### src/rtl/modexp_ladder_seq.sv
// Constant-time modular exponentiation Y = X^E mod N using a Montgomery ladder
// that shares one interleaved shift-add modular multiplier across all steps.
module modexp_ladder_seq #(
  parameter int unsigned W = 8
) (
  input  logic         clk,
  input  logic         rst,
  input  logic         start,
  input  logic [W-1:0] x,
  input  logic [W-1:0] e,
  input  logic [W-1:0] n,
  output logic         busy,
  output logic         done,
  output logic         err,
  output logic [W-1:0] y
);

  localparam int unsigned CW = (W > 1) ? $clog2(W) : 1;

  typedef enum logic [2:0] {IDLE, INIT, MUL, SQR, FIN, ERR} state_t;

  state_t         state, state_nx;
  logic [W-1:0]   xr, er, nr, r0, r1;
  logic [W:0]     acc, acc_nx;
  logic [CW-1:0]  kcnt, bidx;
  logic [W-1:0]   ma, mb, prod;
  logic [W:0]     nrx, s0, s1, s2;
  logic           accept, last, ebit;

  // The done cycle is excluded so an accept never coincides with done.
  assign accept = (state == IDLE) && start && !done;
  assign last   = (kcnt == '0);
  assign ebit   = er[bidx];
  assign prod   = acc_nx[W-1:0];

  always_ff @(posedge clk or posedge rst) begin
    if (rst) state <= IDLE;
    else     state <= state_nx;
  end

  always_comb begin
    state_nx = state;
    case (state)
      IDLE:    if (accept) state_nx = (n == '0) ? ERR : INIT;
      INIT:    if (last) state_nx = MUL;
      MUL:     if (last) state_nx = SQR;
      SQR:     if (last) state_nx = (bidx == '0) ? FIN : MUL;
      FIN:     state_nx = IDLE;
      ERR:     state_nx = IDLE;
      default: state_nx = IDLE;
    endcase
  end

  always_comb begin
    busy = (state != IDLE) || done;
    ma   = '0;
    mb   = '0;
    case (state)
      INIT: begin
        ma = xr;
        mb = (nr == W'(1)) ? '0 : W'(1);
      end
      MUL: begin
        ma = r0;
        mb = r1;
      end
      SQR: begin
        ma = ebit ? r1 : r0;
        mb = ebit ? r1 : r0;
      end
      default: ;
    endcase
  end

  // One shift-add step: acc < nr on entry keeps every partial sum within W+1 bits.
  always_comb begin
    nrx    = {1'b0, nr};
    s0     = acc << 1;
    s1     = (s0 >= nrx) ? s0 - nrx : s0;
    s2     = ma[kcnt] ? s1 + {1'b0, mb} : s1;
    acc_nx = (s2 >= nrx) ? s2 - nrx : s2;
  end

  always_ff @(posedge clk or posedge rst) begin
    if (rst) begin
      xr   <= '0;
      er   <= '0;
      nr   <= '0;
      r0   <= '0;
      r1   <= '0;
      acc  <= '0;
      kcnt <= '0;
      bidx <= '0;
      done <= 1'b0;
      err  <= 1'b0;
      y    <= '0;
    end else begin
      done <= 1'b0;
      case (state)
        IDLE: begin
          if (accept) begin
            xr   <= x;
            er   <= e;
            nr   <= n;
            err  <= 1'b0;
            r0   <= (n == W'(1)) ? '0 : W'(1);
            r1   <= '0;
            acc  <= '0;
            kcnt <= CW'(W - 1);
            bidx <= CW'(W - 1);
          end
        end
        INIT, MUL, SQR: begin
          acc  <= acc_nx;
          kcnt <= kcnt - CW'(1);
          if (last) begin
            acc  <= '0;
            kcnt <= CW'(W - 1);
            case (state)
              INIT: r1 <= prod;
              MUL: begin
                if (ebit) r0 <= prod;
                else      r1 <= prod;
              end
              default: begin
                if (ebit) r1 <= prod;
                else      r0 <= prod;
                if (bidx != '0) bidx <= bidx - CW'(1);
              end
            endcase
          end
        end
        FIN: begin
          y    <= r0;
          done <= 1'b1;
          err  <= 1'b0;
        end
        ERR: begin
          y    <= '0;
          done <= 1'b1;
          err  <= 1'b1;
        end
        default: ;
      endcase
    end
  end

endmodule

### config.mk
export PLATFORM = sky130hd
export DESIGN_NAME = modexp_ladder_seq
export DESIGN_NICKNAME = d
export VERILOG_FILES = /design/src/rtl/modexp_ladder_seq.sv
export SDC_FILE = /design/constraint.sdc
export NUM_CORES = 1
export LEC_CHECK = 0
export ABC_CLOCK_PERIOD_IN_PS = 12000
export BUFFER_PORTS_ARGS = -buffer_cell sky130_fd_sc_hd__buf_2
export CAP_MARGIN = 20
export CORE_ASPECT_RATIO = 0.8
export CORE_MARGIN = 2
export CORE_UTILIZATION = 45
export CTS_CLUSTER_SIZE = 25
export DETAILED_ROUTE_END_ITERATION = 7
export PLACE_DENSITY_LB_ADDON = 0.15
export SLEW_MARGIN = 20
export SYNTH_ARGS = -nofsm -noshare
export SYNTH_HDL_FRONTEND = slang
export SYNTH_SLANG_ARGS = --single-unit
### constraint.sdc
create_clock -name clk -period 12 [get_ports clk]
set_clock_uncertainty 0.15 [all_clocks]
set_input_delay 2.4 -clock clk [delete_from_list [all_inputs] [get_ports clk]]
set_output_delay 2.4 -clock clk [all_outputs]
set_load 0.01 [all_outputs]
==> After elaboration in Yosys (flattened, before gate mapping) <==
Cells that the tools add are included.
{ "classes": {"mux": 43, "n_eq_ne": 19, "magnitude_cmp": 4, "n_reduce_logical": 23, "n_addsub": 5} }
{ "op_table": {"columns": ["op", "count"], "rows": [
  ["$pmux 8 s2", 6],
  ["$mux 8", 10],
  ["$pmux 8 s3", 2],
  ["$mux 3", 11],
  ["$ge 9x8->1", 2],
  ["$mux 9", 2],
  ["$eq 8x1->1 const B", 2],
  ["$ne 2x2->1 const B", 8],
  ["$pmux 3 s2", 2],
  ["$pmux 3 s4", 1],
  ["$reduce_and 5->1", 2],
  ["$add 9x8->9", 1],
  ["$logic_not 3->1", 3],
  ["$ne 3x3->1 const B", 3],
  ["$reduce_bool 3->1", 3],
  ["$sub 9x8->9", 1],
  ["$logic_not 8->1", 1],
  ["$lt 3x4->1 const B", 2],
  ["$sub 8x8->8", 1],
  ["$bmux 1 s3", 2],
  ["$eq 3x2->1 const B", 2],
  ["$eq 3x3->1 const B", 2],
  ["$mux 1", 6],
  ["$reduce_and 2->1", 3],
  ["12 further kinds", 16]
]} }
{ "totals": {"elab_cells": 106, "output_inout_bits": 11, "reg_bits": 67, "input_bits": 27} }

==> Logic depth before layout (Yosys ltp) <==
{ "depth": {"word_depth": 13, "ltp_mapped": 26, "depth_no_buf": 25} }

==> Worst setup path after synthesis <==
OpenSTA, ideal clock, no wires.
{ "synth_timing": {"kind": "register to register", "start": "register bidx[0]", "end": "register acc[2]", "slack_ns": 6.325, "synth_period_minus_slack_ns": 5.675, "path_buffers": 2, "stages_incl_launch_ff": 24, "required_time_ns": 11.729, "arrival_ns": 5.404, "setup_ns": 0.121, "path_cell_list": "dfrtp_1 > mux4_1 > mux2i_2 > buf_6 > clkbuf_1 > nand2_1 > a32oi_1 > nor2_1 > ha_1 > fa_1 > a21o_1 > a21oi_1 > nand2b_1 > nand2b_1 > a21oi_1 > xnor2_1 > mux2_2 > ha_1 > or3_1 > o221ai_1 > nor2b_1 > mux2i_4 > mux2_4 > a22o_1"} }
{ "synth_between": {"elab_chain_cells": 11, "elab_cells_between_ends": 14, "cone_classes": "2 x add/sub; 1 x order compare; 11 x mux"} }
{ "synth_lines": {"columns": ["element", "line_no", "text"], "rows": [
  ["start, declared", "25", "logic [CW-1:0] kcnt, bidx;"],
  ["start signal, assigned", "110", "bidx <= CW'(W - 1);"],
  ["start signal, assigned", "128", "if (bidx != '0) bidx <= bidx - CW'(1);"],
  ["$bmux 1 s3 *", "33", "assign ebit = er[bidx];"],
  ["$mux 1 (not written as such) *", "33", null],
  ["$mux 8 *", "68, 69", null],
  ["parallel branches: the longest is 3 deep, another holds $add 9x8->9", null, null],
  ["$mux 9 *", "80", "s2 = ma[kcnt] ? s1 + {1'b0, mb} : s1;"],
  ["$sub 8x8->8 / $ge 9x8->1 (equally long branches)", "81", "acc_nx = (s2 >= nrx) ? s2 - nrx : s2;"],
  ["$mux 8 *", "81", null],
  ["$mux 8 *", "116", "if (last) begin"],
  ["$pmux 8 s2 *", "99", "case (state)"],
  ["end signal, assigned", "114", "acc <= acc_nx;"],
  ["end, declared", "24", "logic [W:0] acc, acc_nx;"]
]} }
Mark *: on every way between the ends. The select of a mux whose other input is x is not followed.
A chain may end at the register's enable or synchronous reset.

==> Final worst setup path <==
{ "layout_timing": {"start": "register bidx[0]", "end": "register r1[7]"} }
{ "layout_between": {"elab_chain_cells": 13, "elab_cells_between_ends": 20, "cone_classes": "2 x add/sub; 1 x order compare; 2 x eq/ne; 14 x mux; 1 x reduce/logical"} }
{ "layout_lines": {"columns": ["element", "line_no", "text"], "rows": [
  ["$bmux 1 s3 *", "33", null],
  ["$mux 1 (not written as such) *", "33", null],
  ["parallel branches: the longest is 11 deep, another holds $add 9x8->9", null, null],
  ["end signal, assigned", "120", "INIT: r1 <= prod;"],
  ["end signal, assigned", "123", "else r1 <= prod;"],
  ["end signal, assigned", "126", "if (ebit) r1 <= prod;"],
  ["end, declared", "23", "logic [W-1:0] xr, er, nr, r0, r1;"]
]} }
Marks and branches as above.

==> run summary <==
Leak Pwr: 2.46 nW
Crit-path slowest cell: mux4_1
Crit path largest cell delay: 0.60 ns
FFs w/ async S/R, synth: 1.00
final wirelength: 11.9 mm
Layout area overhead: 13.2%
vias in the first global route: 3673
Worst Tran Pin Value: 1.10 ns
Mapped Nets: 532
Net Sw Frac: 0.225
drt pass-1 iters: 5
all-layer global routing usage: 0.235
worst min path class: register to register
number of port buffers: 37
DR DRC count: 0
Seq pwr share: 0.468
Mapped Area: 4590 um2
setup TNS: 0 ns
Netlist cell types: 62
DIE AREA: 11000 um2
Finished Layout Cells: 652
dpl cells: 636
Die Ht: 94.4 um
Worst Slack Setup Final: 5.76 ns
commonest register cell after synthesis: dfrtp_1
first-pass GRT wire length: 19.5 mm
Final setup viols: 0
Req. time, crit path: 12.05 ns
Logic pwr share: 0.019
Via Count: 3849
worst skew pair latency: 0.34 ns
leading area contributor after synthesis: dfrtp_1
cell internal pwr: 374 uW
power per cell area: 92.9 nW/um2
setup repair bufs after CTS: 0
chip width: 117 um
largest net degree at the start of global routing: 68
io pins: 38
fin. max-slew vios: 0
Finished Cell Area: 5200 um2
H-tree depth: 3
maximum VDD drop: 75.5 uV
RSZ-0062 raised after global routing: false
Hold Fails Final Rpt: 0
CP Capture Type: register
Avg Inst Size Synth: 9.69 um2
Critical Path, Cell by Cell: mux4_1, mux2i_2, buf_4, nand2_1, a32oi_1, nor2_1, ha_1, fa_1, a21o_1, a21oi_1, nand2b_1, nand2b_1, a21oi_1, xnor2_1, mux2_2, ha_1, or3_1, o221ai_1, and2_1, mux2i_4, mux2i_1, o21ai_1
Worst Setup Start Kind: register
fraction of layout cells with a size suffix above 1: 0.205
post-cts gate resize count: 0
area share of the largest cell type after synthesis: 0.365
CTS tree: built
Clk pwr share: 0.513
initial antenna violation count: 0
CTS Hold Buffers Added: 0
clk buf depth: 2
Synth top cells by count: 67 x dfrtp_1, 41 x nand2_1, 34 x a21oi_1
total core area: 9770 um2
Max-slew headroom: 0.268
most common cell in the synthesized netlist: dfrtp_1
top post-synthesis cells by area: dfrtp_1 37%, ha_1 7.6%, mux2_2 7.4%, a21oi_1 3.7%, nand2_1 3.4%
initial core utilization: 0.470
gpl congestion: 0.934
Arrival @ worst endpoint: 6.29 ns
Initial DRC Count: 248
Hold Slack: 0.321 ns
flops & latches, synth: 67
kind of cell adding the most delay to the critical path: multiplexers
CP Buf/Inv Count: 1
total power: 483 uW
# diodes: 0
Clock transition at path regs: 0.06 ns
post-route ant nets: 0
Final Cycle Share: 0.520
fmax: 0.160 GHz
placed inst area: 4920 um2
dpl ws: 5.87 ns
CP max FO: 21
Crit Path Category: register to register
Rows: 32
number of max-cap violations: 0
crit path time final: 6.24 ns
GRT Residual Overflow: 0
Root Buffer: clkbuf_16
Yosys warnings: 0
TritonCTS buffer count: 9
Post-synth EDFFs: 0
DP HPWL: 9.05 mm
register area share after synthesis: 0.365
Psw: 109 uW
Vias/cell: 5.90
Wirelength per Cell: 18.3 um
Layout Nets: 569
Mapped Cells: 474
final core utilization: 0.532
Sink Count: 67
status: completed
registers in the layout, indices dropped and copies added, names as in the netlist:
register,cells
acc,8
y,8
done,1
nr,8
r0,8
err,1
r1,8
bidx,3
kcnt,3
er,8
xr,8
state,3
final cells by class:
class / count / area (um2)
clock buffer: 10 / 239
clock inverter: 6 / 41.3
fill: 912 / 4570
inverter: 21 / 78.8
multi-input combinational: 370 / 2770
sequential: 67 / 1680
tap: 136 / 170
timing repair buffer: 42 / 223
worst reg2reg max path: stages, from the launching register on:
cell and delay, ns:
dfrtp_1 0.42, mux4_1 0.60, mux2i_2 0.15, buf_4 0.28
nand2_1 0.26, a32oi_1 0.32, nor2_1 0.08, ha_1 0.26
fa_1 0.43, a21o_1 0.19, a21oi_1 0.25, nand2b_1 0.18
nand2b_1 0.06, a21oi_1 0.18, xnor2_1 0.08, mux2_2 0.29
ha_1 0.33, or3_1 0.12, o221ai_1 0.15, and2_1 0.20
mux2i_4 0.39, mux2i_1 0.58, o21ai_1 0.15
cell usage in the layout (no fill, tap or decap), drive strengths merged, types with 5 or more instances in the layout:
cell and instances:
nand2b 16, buf 42, nand2 42, a21o 5, a21oi 35, a32oi 6, xnor2 13, ha 28
inv 20, xor2 7, nand3b 5, mux2 36, nor2b 11, clkbuf 10, o21ai 34, dfrtp 67
nor2 27, mux2i 12, a22o 15, nand3 14, nor3 5
logic make-up (layout without fill, tap and decap cells):
family,after synthesis,count (layout),synth area share
flops,67,67,0.365
fa+ha+maj,31,31,0.0894
buf+inv,37,79,0.0319
simple gates,142,142,0.157
xor+xnor,20,20,0.0381
mux,50,50,0.134
compound gates,127,127,0.184
worst paths after layout:
path	startpoint	to	slack, ns	cells past startpoint
min reg2reg	y[0]	y[0]	0.32	2
max	bidx[0]	r1[7]	5.76	22
max reg2reg	bidx[0]	r1[7]	5.76	22
min in group asynchronous	rst	xr[7]	2.15	3
min	y[0]	y[0]	0.32	2
max in group asynchronous	rst	acc[6]	8.99	3
power by group through the flow:
stage | logic, mW | clock network (mW) | registers, mW
6_report | 0.00942 | 0.248 | 0.226
2_1_floorplan | 0.00369 | 0 | 0.230
3_5_place_dp | 0.00983 | 0 | 0.230
4_1_cts | 0.00987 | 0.252 | 0.226
3_3_place_gp | 0.00971 | 0 | 0.230
5_1_grt | 0.0112 | 0.262 | 0.226
layer usage:
layer,vias to the layer above,global-route usage,part of all wire
met5,-,0,0
met4,0,0.0578,0.010
li1,1819,-,-
met2,108,0.342,0.42
met1,1910,0.358,0.51
met3,12,0.0462,0.057
(Power assumes the default switching activity.)
